### config.mk
export PLATFORM = sky130hd
export DESIGN_NAME = mem_arbiter
export DESIGN_NICKNAME = d
export VERILOG_FILES = /design/src/rtl/mem_arbiter_pkg.sv /design/src/rtl/mem_arbiter_pick.sv /design/src/rtl/mem_arbiter.sv
export SDC_FILE = /design/constraint.sdc
export NUM_CORES = 1
export LEC_CHECK = 0
export CORE_MARGIN = 10
export CORE_UTILIZATION = 37
export CTS_CLUSTER_SIZE = 20
export DETAILED_ROUTE_END_ITERATION = 10
export GPL_TIMING_DRIVEN = 0
export PLACE_DENSITY_LB_ADDON = 0.12
export RECOVER_POWER = 100
export SETUP_SLACK_MARGIN = 0.02
export SLEW_MARGIN = 15
export SYNTH_ARGS = -nofsm -noshare
export SYNTH_HDL_FRONTEND = slang
export SYNTH_SLANG_ARGS = --single-unit
### constraint.sdc
create_clock -name clk -period 5 [get_ports clk]
set_input_delay 1 -clock clk [delete_from_list [all_inputs] [get_ports clk]]
set_output_delay 1 -clock clk [all_outputs]
set_load 0.02 [all_outputs]
### src/rtl/mem_arbiter_pkg.sv
// Shared types and constants for the instruction/data memory arbiter.
package rv_mem_pkg;

    localparam int unsigned WORD_W  = 32;
    localparam logic [3:0]  WE_NONE = 4'b0000;

    // Arbiter FSM: IDLE may grant, WAIT holds one outstanding transaction.
    typedef enum logic {
        IDLE = 1'b0,
        WAIT = 1'b1
    } arb_state_t;

    // Which requester owns the outstanding memory transaction.
    typedef enum logic [1:0] {
        NONE = 2'd0,
        IF   = 2'd1,
        DM   = 2'd2
    } owner_t;

endpackage

### src/rtl/mem_arbiter_pick.sv
// Combinational winner selection: data side has priority unless the
// starvation counter is full while fetch is also requesting.
module mem_arb_pick (
    input  logic if_req,
    input  logic dm_req,
    input  logic dcnt_full,
    output logic grant_if,
    output logic grant_dm
);

    // Priority pick with starvation override.
    always_comb begin
        grant_dm = dm_req && !(if_req && dcnt_full);
        grant_if = if_req && !grant_dm;
    end

endmodule

### src/rtl/mem_arbiter.sv
// Single-outstanding arbiter sharing one word memory between the fetch port
// and the load/store port. Grants are combinational from IDLE; responses are
// registered and pulse one cycle after the memory completion.
module mem_arbiter
    import rv_mem_pkg::*;
#(
    parameter int unsigned AW         = 12,
    parameter int unsigned MAX_DBURST = 4
) (
    input  logic              clk,
    input  logic              reset,
    // Instruction fetch side
    input  logic              if_req,
    input  logic [31:0]       if_adr,
    output logic              if_gnt,
    output logic              if_rvalid,
    output logic [WORD_W-1:0] if_rdata,
    // Load/store side
    input  logic              dm_req,
    input  logic [3:0]        dm_we,
    input  logic [31:0]       dm_adr,
    input  logic [WORD_W-1:0] dm_wdata,
    output logic              dm_gnt,
    output logic              dm_rvalid,
    output logic [WORD_W-1:0] dm_rdata,
    // Memory side
    output logic              mem_req,
    output logic [3:0]        mem_we,
    output logic [AW-1:0]     mem_adr,
    output logic [WORD_W-1:0] mem_wdata,
    input  logic              mem_rvalid,
    input  logic [WORD_W-1:0] mem_rdata
);

    localparam int unsigned DCW = $clog2(MAX_DBURST + 1);

    arb_state_t        r_state,    w_state_nxt;
    owner_t            r_owner,    w_owner_nxt;
    logic              r_is_store, w_is_store_nxt;
    logic [DCW-1:0]    r_dcnt,     w_dcnt_nxt;
    logic              w_rsp_take;

    logic              r_if_rvalid;
    logic [WORD_W-1:0] r_if_rdata;
    logic              r_dm_rvalid;
    logic [WORD_W-1:0] r_dm_rdata;

    logic              w_if_req_v;
    logic              w_dm_req_v;
    logic              w_dcnt_full;
    logic              w_pick_if;
    logic              w_pick_dm;
    logic              w_unused;

    // Requests are masked during reset so every output is low while it is held.
    assign w_if_req_v  = if_req && !reset;
    assign w_dm_req_v  = dm_req && !reset;
    assign w_dcnt_full = (r_dcnt == DCW'(MAX_DBURST));

    // Byte-offset and upper address bits do not reach the word memory.
    assign w_unused = ^{if_adr[31:AW+2], if_adr[1:0], dm_adr[31:AW+2], dm_adr[1:0]};

    mem_arb_pick u_pick (
        .if_req    (w_if_req_v),
        .dm_req    (w_dm_req_v),
        .dcnt_full (w_dcnt_full),
        .grant_if  (w_pick_if),
        .grant_dm  (w_pick_dm)
    );

    // State, owner and starvation counter registers.
    always_ff @(posedge clk or posedge reset) begin
        if (reset) begin
            r_state    <= IDLE;
            r_owner    <= NONE;
            r_is_store <= 1'b0;
            r_dcnt     <= '0;
        end else begin
            r_state    <= w_state_nxt;
            r_owner    <= w_owner_nxt;
            r_is_store <= w_is_store_nxt;
            r_dcnt     <= w_dcnt_nxt;
        end
    end

    // Next-state, grant and memory command generation.
    always_comb begin
        w_state_nxt    = r_state;
        w_owner_nxt    = r_owner;
        w_is_store_nxt = r_is_store;
        w_dcnt_nxt     = r_dcnt;
        w_rsp_take     = 1'b0;
        if_gnt         = 1'b0;
        dm_gnt         = 1'b0;
        mem_req        = 1'b0;
        mem_we         = WE_NONE;
        mem_adr        = '0;
        mem_wdata      = '0;

        case (r_state)
            IDLE: begin
                if (!w_if_req_v) begin
                    w_dcnt_nxt = '0;
                end
                if (w_pick_dm) begin
                    dm_gnt         = 1'b1;
                    mem_req        = 1'b1;
                    mem_we         = dm_we;
                    mem_adr        = dm_adr[AW+1:2];
                    mem_wdata      = dm_wdata;
                    w_state_nxt    = WAIT;
                    w_owner_nxt    = DM;
                    w_is_store_nxt = (dm_we != WE_NONE);
                    // Only grants that bypass a waiting fetch count toward starvation.
                    if (w_if_req_v && !w_dcnt_full) begin
                        w_dcnt_nxt = r_dcnt + DCW'(1);
                    end
                end else if (w_pick_if) begin
                    if_gnt         = 1'b1;
                    mem_req        = 1'b1;
                    mem_adr        = if_adr[AW+1:2];
                    w_state_nxt    = WAIT;
                    w_owner_nxt    = IF;
                    w_is_store_nxt = 1'b0;
                    w_dcnt_nxt     = '0;
                end
            end
            WAIT: begin
                if (mem_rvalid) begin
                    w_rsp_take  = 1'b1;
                    w_state_nxt = IDLE;
                    w_owner_nxt = NONE;
                end
            end
            default: begin
                w_state_nxt = IDLE;
                w_owner_nxt = NONE;
            end
        endcase
    end

    // Response capture: steer completion data to the owning port as a one-cycle pulse.
    always_ff @(posedge clk or posedge reset) begin
        if (reset) begin
            r_if_rvalid <= 1'b0;
            r_if_rdata  <= '0;
            r_dm_rvalid <= 1'b0;
            r_dm_rdata  <= '0;
        end else begin
            r_if_rvalid <= w_rsp_take && (r_owner == IF);
            r_dm_rvalid <= w_rsp_take && (r_owner == DM);
            if (w_rsp_take && (r_owner == IF)) begin
                r_if_rdata <= mem_rdata;
            end
            if (w_rsp_take && (r_owner == DM)) begin
                r_dm_rdata <= r_is_store ? '0 : mem_rdata;
            end
        end
    end

    assign if_rvalid = r_if_rvalid;
    assign if_rdata  = r_if_rdata;
    assign dm_rvalid = r_dm_rvalid;
    assign dm_rdata  = r_dm_rdata;

endmodule

==> flow_summary.rst, run 1 <==
.. list-table::
   :header-rows: 1

   * - Metric
     - Value
   * - Final hold violation count
     - 0
   * - Top library cells by usage in the layout, fill and taps aside
     - sky130_fd_sc_hd__dlygate4sd3_1 (114), sky130_fd_sc_hd__clkdlybuf4s50_1 (99), sky130_fd_sc_hd__dfrtp_1 (73), sky130_fd_sc_hd__nand2_1 (37)
   * - I/O pin count
     - 254
   * - Residual antenna-violating net count after detailed routing
     - 0
   * - Max-cap violations
     - 1
   * - Post-layout util
     - 66.3%
   * - Area share of fa/ha/maj cells after synthesis
     - 0.749%
   * - Library cell occupying the most area in the post-synthesis netlist
     - sky130_fd_sc_hd__dfrtp_1
   * - Resize count post-CTS
     - 0
   * - Std-Cell Rows
     - 34
   * - Sink of the worst hold path
     - dm_rdata[7]$_DFFE_PP0P_
   * - Highest net fanout along the worst path
     - 10
   * - Wire length of the first global-routing pass
     - 18300 um
   * - Minimum setup slack in the final design
     - 528 ps
   * - Drt first-iter violations
     - 75
   * - Combinational family with the most area after synthesis
     - simple AND/OR/NAND/NOR gates
   * - Vias per std cell
     - 4.77
   * - Final global-route overflow total
     - 0
   * - Antenna violations before repair
     - 0
   * - Headroom to the max-slew limit
     - -0.169%
   * - Die area
     - 13200 um2
   * - Share of the synthesized area in the top cell type
     - 54.6%
   * - CP required
     - 4000 ps
   * - Status
     - complete, but fails checks
   * - Port buffer count
     - 213
   * - Number of slew-limit violations in the final report
     - 1
   * - Post-synthesis xor/xnor area fraction
     - 0%
   * - Area of the placeable core
     - 8760 um2
   * - H-tree depth
     - 3
   * - Largest net degree at the start of global routing
     - 41
   * - Count of fill cells added during filler insertion
     - 715
   * - Number of DRC violations after detailed routing
     - 0
   * - Routability congestion estimate
     - 0.785
   * - Maximum vdd ir drop
     - 0.206 mV
   * - Post-synthesis simple-gate area fraction
     - 19.5%
   * - Synth warn
     - 0
   * - Area of the multi-input gates
     - 1380 um2
   * - Initial DRT Pass Iterations
     - 5
   * - RSZ-0062 raised after global routing
     - no
   * - Flop and latch count out of synthesis
     - 73
   * - Path type of the worst min-delay path
     - reg2reg
   * - Total wire length after detailed routing
     - 12100 um
   * - Clock tree from TritonCTS
     - built
   * - Number of distinct library cells after synthesis
     - 27
   * - Share of the clock period used by the worst path
     - 89.4%
   * - Die width
     - 115 um
   * - Placed wire-length estimate after detailed placement
     - 10100 um
   * - Register-to-register setup slack
     - 3170 ps
   * - Hold Buf Count CTS
     - 0
   * - Clock tree root buffer cell
     - sky130_fd_sc_hd__clkbuf_8
   * - Arrival time of data at the critical path endpoint
     - 3470 ps
   * - Violated checks
     - capacitance limit, slew limit
   * - FF-to-FF Start
     - r_state$_DFF_PP0_
   * - Mapped Cells
     - 305
   * - R2r endpoint
     - if_rdata[24]$_DFFE_PP0P_
   * - Post-synth net total
     - 444
   * - Vias in the first global route
     - 3282
   * - Most common library cell in the layout ignoring fill and taps
     - sky130_fd_sc_hd__dlygate4sd3_1
   * - Post-CTS setup repair buffer count
     - 0
   * - Clock transition at path regs
     - 70 ps
   * - CP Class
     - in2out
   * - Part of the Yosys area used for sequential elements
     - 54.6%
   * - Overall global routing resource usage
     - 17.6%
   * - TritonCTS sink count
     - 73
   * - DP Worst Slack
     - 911 ps
   * - Die Y
     - 115 um
   * - Worst Setup Start Kind
     - primary input
   * - Ratio of cells with drive above 1 in the final layout
     - 12.2%
   * - Multiplexer share of the synthesized area
     - 10.8%
   * - Clk_lat worst skew
     - 340 ps
   * - Highest Clock Rate
     - 0.224 GHz
   * - Longest Clk Path Bufs
     - 2
   * - Hold Crit Depth
     - 2
   * - Sequential cell area
     - 1830 um2
   * - Endpoint kind of the worst setup timing path
     - output port
   * - Largest cells by area after synthesis
     - sky130_fd_sc_hd__dfrtp_1 (55%), sky130_fd_sc_hd__mux2_2 (11%), sky130_fd_sc_hd__and2_1 (6.7%)
   * - Number of inserted diodes
     - 0
   * - Min cycle time layout
     - 4470 ps
   * - Synth-to-Final Area Change
     - 73.8%
   * - R2R cell count
     - 4
   * - TritonCTS Buffers
     - 9
   * - Number of setup violations in the final report
     - 0
   * - Initial core utilization
     - 38.1%
   * - Worst min-delay path startpoint
     - dm_rdata[7]$_DFFE_PP0P_
   * - Power density normalized to cell area
     - 449 nW/um2
   * - Worst setup skew after layout
     - 8.97 ps
   * - LEAKAGE
     - 2.74 nW
   * - Slew at the pin closest to its max-slew limit
     - 1490 ps
   * - Total number of vias
     - 3062
   * - Mapped Avg Cell Area
     - 11.0 um2
   * - Total Nets Final
     - 669
   * - Fin Setup TNS
     - 0 ps
   * - Compound-gate portion of the synthesized area
     - 10.5%
   * - Post-Synthesis Cell Area
     - 3340 um2
   * - Routed WL per cell
     - 18.8 um
metrics by stage:
step                      instance area (um2)  hold WS (ps)  power (mW)  instances
after floorplan                          3340           472        1.57        305
after global placement                   5610           461        2.27        626
after detailed placement                 5630           470        2.30        627
after CTS                                5830           486        2.76        642
after global routing                     5810           503        2.77        642
final                                    5810           475        2.61        642
cell families (layout without fill, tap and decap cells):
| group | count (synthesis) | in the layout |
|---|---|---|
| adders and majority gates | 2 | 2 |
| DFF | 73 | 73 |
| AOI/OAI and AO/OA | 54 | 54 |
| buffers and inverters | 28 | 257 |
| and+or+nand+nor | 116 | 116 |
| muxes | 32 | 32 |
power breakdown:
group	internal, mW	switching (mW)
Combinational	0.575	0.637
Clock	0.240	0.211
Sequential	0.833	0.114
cell type report:
cell class	count	area share, %
well taps	108	2.33
inverters	7	0.474
clock buffers	10	2.37
plain buffers	21	1.61
flip-flops and latches	73	31.4
multi-input cells	204	23.8
repair buffers	214	37.0
clock inverters	5	0.969
Yosys cell counts:
cell type	instances
sky130_fd_sc_hd__dfrtp_1	73
sky130_fd_sc_hd__nand2_1	37
sky130_fd_sc_hd__and2_1	36
sky130_fd_sc_hd__o21ai_0	36
sky130_fd_sc_hd__mux2_2	32
sky130_fd_sc_hd__nand2b_1	32
sky130_fd_sc_hd__clkbuf_1	12
sky130_fd_sc_hd__a22o_2	9
sky130_fd_sc_hd__buf_2	7
sky130_fd_sc_hd__inv_1	7
sky130_fd_sc_hd__a22o_1	4
sky130_fd_sc_hd__buf_6	2
sky130_fd_sc_hd__ha_1	2
sky130_fd_sc_hd__nand3_1	2
sky130_fd_sc_hd__nor2_1	2
sky130_fd_sc_hd__a21oi_1	1
sky130_fd_sc_hd__a21oi_4	1
sky130_fd_sc_hd__a31o_2	1
sky130_fd_sc_hd__a31oi_1	1
sky130_fd_sc_hd__and3_1	1
sky130_fd_sc_hd__and3_2	1
sky130_fd_sc_hd__and4bb_2	1
sky130_fd_sc_hd__nand4b_1	1
sky130_fd_sc_hd__nand4b_2	1
sky130_fd_sc_hd__o21ba_2	1
sky130_fd_sc_hd__or3b_4	1
sky130_fd_sc_hd__or4_1	1
state kept, by name, summed over array words and instances, names as in the netlist:
register    flops
r_is_store      1
r_dcnt          3
dm_rvalid       1
if_rvalid       1
r_owner         2
dm_rdata       32
r_state         1
if_rdata       32
worst max-delay path, cell delays in order:
cell                            delay, ps
sky130_fd_sc_hd__dlygate4sd3_1        600
sky130_fd_sc_hd__nor2_1               120
sky130_fd_sc_hd__and3_1               170
sky130_fd_sc_hd__clkbuf_1             250
sky130_fd_sc_hd__clkbuf_1             400
sky130_fd_sc_hd__a22o_2               220
sky130_fd_sc_hd__dlygate4sd3_1        710
per-layer routing:
layer | vias to the layer above | part of all wire (%) | GRT usage, %
li1 | 1479 | - | -
met5 | - | 0 | 0
met4 | 0 | 2.0 | 6.68
met3 | 16 | 13 | 9.53
met2 | 125 | 51 | 30.6
met1 | 1442 | 34 | 17.3
worst max path at each step:
stage | from | endpoint | depth (start not counted)
after global routing | reset | mem_wdata[24] | 7
after global placement | reset | if_rdata[17]$_DFFE_PP0P_ | 2
final | reset | mem_adr[2] | 7
after floorplan | reset | mem_adr[10] | 4
after detailed placement | reset | mem_wdata[31] | 7
after CTS | reset | mem_wdata[31] | 7
Note: power is estimated with default switching activity, not from simulation.
==> inputs of run 2 (changes only) <==
- CORE_UTILIZATION: 37 -> 34
- clock period: 5 -> 4.69 ns (I/O delays scaled with it)
==> flow_summary.rst, run 2 (synthesized netlist as in run 1, its figures left out) <==
.. list-table::
   :header-rows: 1

   * - Metric
     - Value
   * - Longest Clk Path Bufs
     - 2 (unchanged)
   * - Placed wire-length estimate after detailed placement
     - 10600 um (was 10100 um)
   * - Clock share of power
     - 19.4% (was 17.3%)
   * - Highest net fanout along the worst path
     - 10 (unchanged)
   * - TritonCTS sink count
     - 73 (unchanged)
   * - Most common library cell in the layout ignoring fill and taps
     - sky130_fd_sc_hd__dlygate4sd3_1 (unchanged)
   * - Hold Crit Depth
     - 2 (unchanged)
   * - R2R cell count
     - 7 (was 4)
   * - Ratio of cells with drive above 1 in the final layout
     - 12.3% (was 12.2%)
   * - Synth-to-Final Area Change
     - 75.5% (was 73.8%)
   * - Worst hold slack
     - 477 ps (was 475 ps)
   * - H-tree depth
     - 3 (unchanged)
   * - Top library cells by usage in the layout, fill and taps aside
     - sky130_fd_sc_hd__dlygate4sd3_1 (119), sky130_fd_sc_hd__clkdlybuf4s50_1 (94), sky130_fd_sc_hd__dfrtp_1 (73), sky130_fd_sc_hd__nand2_1 (37) (was sky130_fd_sc_hd__dlygate4sd3_1 (114), sky130_fd_sc_hd__clkdlybuf4s50_1 (99), sky130_fd_sc_hd__dfrtp_1 (73), sky130_fd_sc_hd__nand2_1 (37))
   * - Endpoint kind of the worst setup timing path
     - output port (unchanged)
   * - Initial DRT Pass Iterations
     - 4 (was 5)
   * - LEAKAGE
     - 2.77 nW (was 2.74 nW)
   * - Routability congestion estimate
     - 0.745 (was 0.785)
   * - Clk_lat worst skew
     - 360 ps (was 340 ps)
   * - Switching power share of the total
     - 36.7% (was 36.8%)
   * - Largest stage delay on the critical path
     - 720 ps (was 710 ps)
   * - Highest Clock Rate
     - 0.235 GHz
   * - Worst min-delay path startpoint
     - dm_rdata[24]$_DFFE_PP0P_ (was dm_rdata[7]$_DFFE_PP0P_)
   * - FF-to-FF Start
     - r_dcnt[0]$_DFFE_PP0N_ (was r_state$_DFF_PP0_)
   * - Routed WL per cell
     - 19.0 um (was 18.8 um)
   * - Drt first-iter violations
     - 154 (was 75)
   * - GR met3 Demand/Resource
     - 9.83% (was 9.53%)
   * - Vias per std cell
     - 4.55 (was 4.77)
   * - M1 GR Usage
     - 19.6% (was 17.3%)
   * - Largest net degree at the start of global routing
     - 38 (was 41)
   * - Count of fill cells added during filler insertion
     - 843 (was 715)
   * - Post-route design area
     - 5870 um2 (was 5810 um2)
   * - Number of setup violations in the final report
     - 0 (unchanged)
   * - Std-Cell Rows
     - 36 (was 34)
   * - Area of the placeable core
     - 9680 um2 (was 8760 um2)
   * - Resize count post-CTS
     - 0 (unchanged)
   * - Clock transition at path regs
     - 70 ps (about the same)
   * - Antenna violations before repair
     - 0 (unchanged)
   * - Net Sw Power
     - 1.05 mW (was 0.961 mW)
   * - Cell-internal power
     - 1.80 mW (was 1.65 mW)
   * - RSZ-0062 raised after global routing
     - no (unchanged)
   * - Port buffer count
     - 213 (unchanged)
   * - Proportion of power drawn by combinational gates
     - 45.0% (was 46.4%)
   * - CP required
     - 3750 ps (was 4000 ps)
   * - Die area
     - 14200 um2 (was 13200 um2)
   * - Post-detailed-placement cell area
     - 5660 um2 (was 5630 um2)
   * - Sink of the worst hold path
     - dm_rdata[24]$_DFFE_PP0P_ (was dm_rdata[7]$_DFFE_PP0P_)
   * - Flop pwr share
     - 35.6% (was 36.3%)
   * - CP Class
     - in2out (unchanged)
   * - Headroom to the max-slew limit
     - -10.4% (was -0.169%)
   * - Number of DRC violations after detailed routing
     - 0 (unchanged)
   * - Met2 usage
     - 30.0% (was 30.6%)
   * - Die Y
     - 119 um (was 115 um)
   * - Final global-route overflow total
     - 0 (unchanged)
   * - Worst Setup Start Kind
     - primary input (unchanged)
   * - Post-CTS setup repair buffer count
     - 0 (unchanged)
   * - Status
     - complete, but fails checks (unchanged)
   * - Violated checks
     - capacitance limit, slew limit (unchanged)
   * - Vias in the first global route
     - 3334 (was 3282)
   * - Path type of the worst min-delay path
     - reg2reg (unchanged)
   * - Slowest cell on the critical path
     - sky130_fd_sc_hd__dlygate4sd3_1 (unchanged)
   * - Register-to-register setup slack
     - 2840 ps (was 3170 ps)
   * - Overall power
     - 2.85 mW (was 2.61 mW)
   * - Min cycle time layout
     - 4260 ps
   * - Final hold violation count
     - 0 (unchanged)
   * - Most Crowded Layer GR
     - met2 (unchanged)
   * - Worst setup skew after layout
     - 15.9 ps (was 8.97 ps)
   * - Overall global routing resource usage
     - 17.9% (was 17.6%)
   * - Number of inserted diodes
     - 0 (unchanged)
   * - Arrival time of data at the critical path endpoint
     - 3320 ps (was 3470 ps)
   * - Initial core utilization
     - 34.5% (was 38.1%)
   * - Ordered cell list for the critical path
     - dlygate4sd3_1, nor2_1, and3_1, clkbuf_1, clkbuf_1, and2_1, dlygate4sd3_1 (was dlygate4sd3_1, nor2_1, and3_1, clkbuf_1, clkbuf_1, a22o_2, dlygate4sd3_1)
   * - Residual antenna-violating net count after detailed routing
     - 0 (unchanged)
   * - Max-cap violations
     - 1 (unchanged)
   * - R2r endpoint
     - r_owner[0]$_DFFE_PP0P_ (was if_rdata[24]$_DFFE_PP0P_)
   * - Number of slew-limit violations in the final report
     - 37 (was 1)
   * - Wire length of the first global-routing pass
     - 20100 um (was 18300 um)
   * - Share of the clock period used by the worst path
     - 90.8%
   * - Total number of vias
     - 3042 (was 3062)
   * - I/O pin count
     - 254 (unchanged)
   * - Clock tree root buffer cell
     - sky130_fd_sc_hd__clkbuf_8 (unchanged)
   * - Power density normalized to cell area
     - 486 nW/um2 (was 449 nW/um2)
   * - Maximum vdd ir drop
     - 0.252 mV (was 0.206 mV)
   * - TritonCTS Buffers
     - 9 (unchanged)
   * - Total wire length after detailed routing
     - 12700 um (was 12100 um)
   * - Die width
     - 119 um (was 115 um)
   * - Clock tree from TritonCTS
     - built (unchanged)
   * - Total Nets Final
     - 669 (unchanged)
   * - Fin Setup TNS
     - 0 ps (unchanged)
   * - Hold Buf Count CTS
     - 0 (unchanged)
   * - Slew at the pin closest to its max-slew limit
     - 1650 ps (was 1490 ps)
-- run 2: cell types whose count changed in the layout (fill, tap and decap cells not counted) --
| cell | previous run | this run |
|---|---|---|
| sky130_fd_sc_hd__clkdlybuf4s50_1 | 99 | 94 |
| sky130_fd_sc_hd__dlygate4sd3_1 | 114 | 119 |
| sky130_fd_sc_hd__inv_6 | 0 | 2 |
| sky130_fd_sc_hd__buf_2 | 0 | 1 |
| sky130_fd_sc_hd__bufinv_16 | 1 | 2 |
| sky130_fd_sc_hd__clkbuf_8 | 10 | 9 |
| sky130_fd_sc_hd__clkinv_2 | 2 | 1 |
| sky130_fd_sc_hd__clkinv_4 | 1 | 0 |
-- run 2: through the flow --
step	util (%)	worst slack, ps	instances
floorplan	-	1900	305
global placement	58.3	600	651
detailed placement	58.5	661	652
CTS	60.7	654	668
global route	60.6	281	668
finish	60.6	429	668
-- run 2: power by group through the flow --
stage,clock network (mW),logic [mW],registers (mW)
after floorplan,0,0.327,1.34
after global placement,0,1.39,1.03
after detailed placement,0,1.41,1.04
after CTS,0.569,1.41,1.03
after global routing,0.596,1.38,1.05
final,0.554,1.28,1.01
-- run 2: area by class of cell --
type	count	area, um2	area share [%]
tap	133	166	2.84
inverter	7	27.5	0.469
buffer	21	95.1	1.62
timing repair buffer	214	2150	36.7
clock buffer	10	128	2.18
multi-input combinational	204	1380	23.5
clock inverter	6	90.1	1.54
sequential	73	1830	31.1
-- run 2: worst max-delay path by stage --
stage	end	depth (start not counted)	from	slack, ps
2_1_floorplan	dm_rdata[0]$_DFFE_PP0P_	1	reset	1900
3_3_place_gp	if_rvalid$_DFF_PP0_	2	reset	600
3_5_place_dp	mem_wdata[2]	7	reset	660
4_1_cts	mem_wdata[2]	7	reset	650
5_1_grt	mem_wdata[2]	7	reset	280
6_report	mem_wdata[2]	7	reset	430
-- run 2: metal layers --
metal / vias to the layer above / part of all wire, %
li1: 1464 / -
met1: 1435 / 38
met2: 135 / 50
met3: 8 / 11
met4: 0 / 0.86
met5: - / 0
-- run 2: critical path: cells and delay by family --
kind	cells	cell delay, ps
and+or+nand+nor	3	470
buffers and inverters	4	1920
==> inputs of run 3 (changes only) <==
- SLEW_MARGIN: 15 -> unset
==> results of run 3 <==
No change in the layout: final DEF, timing and power equal those of run 2.
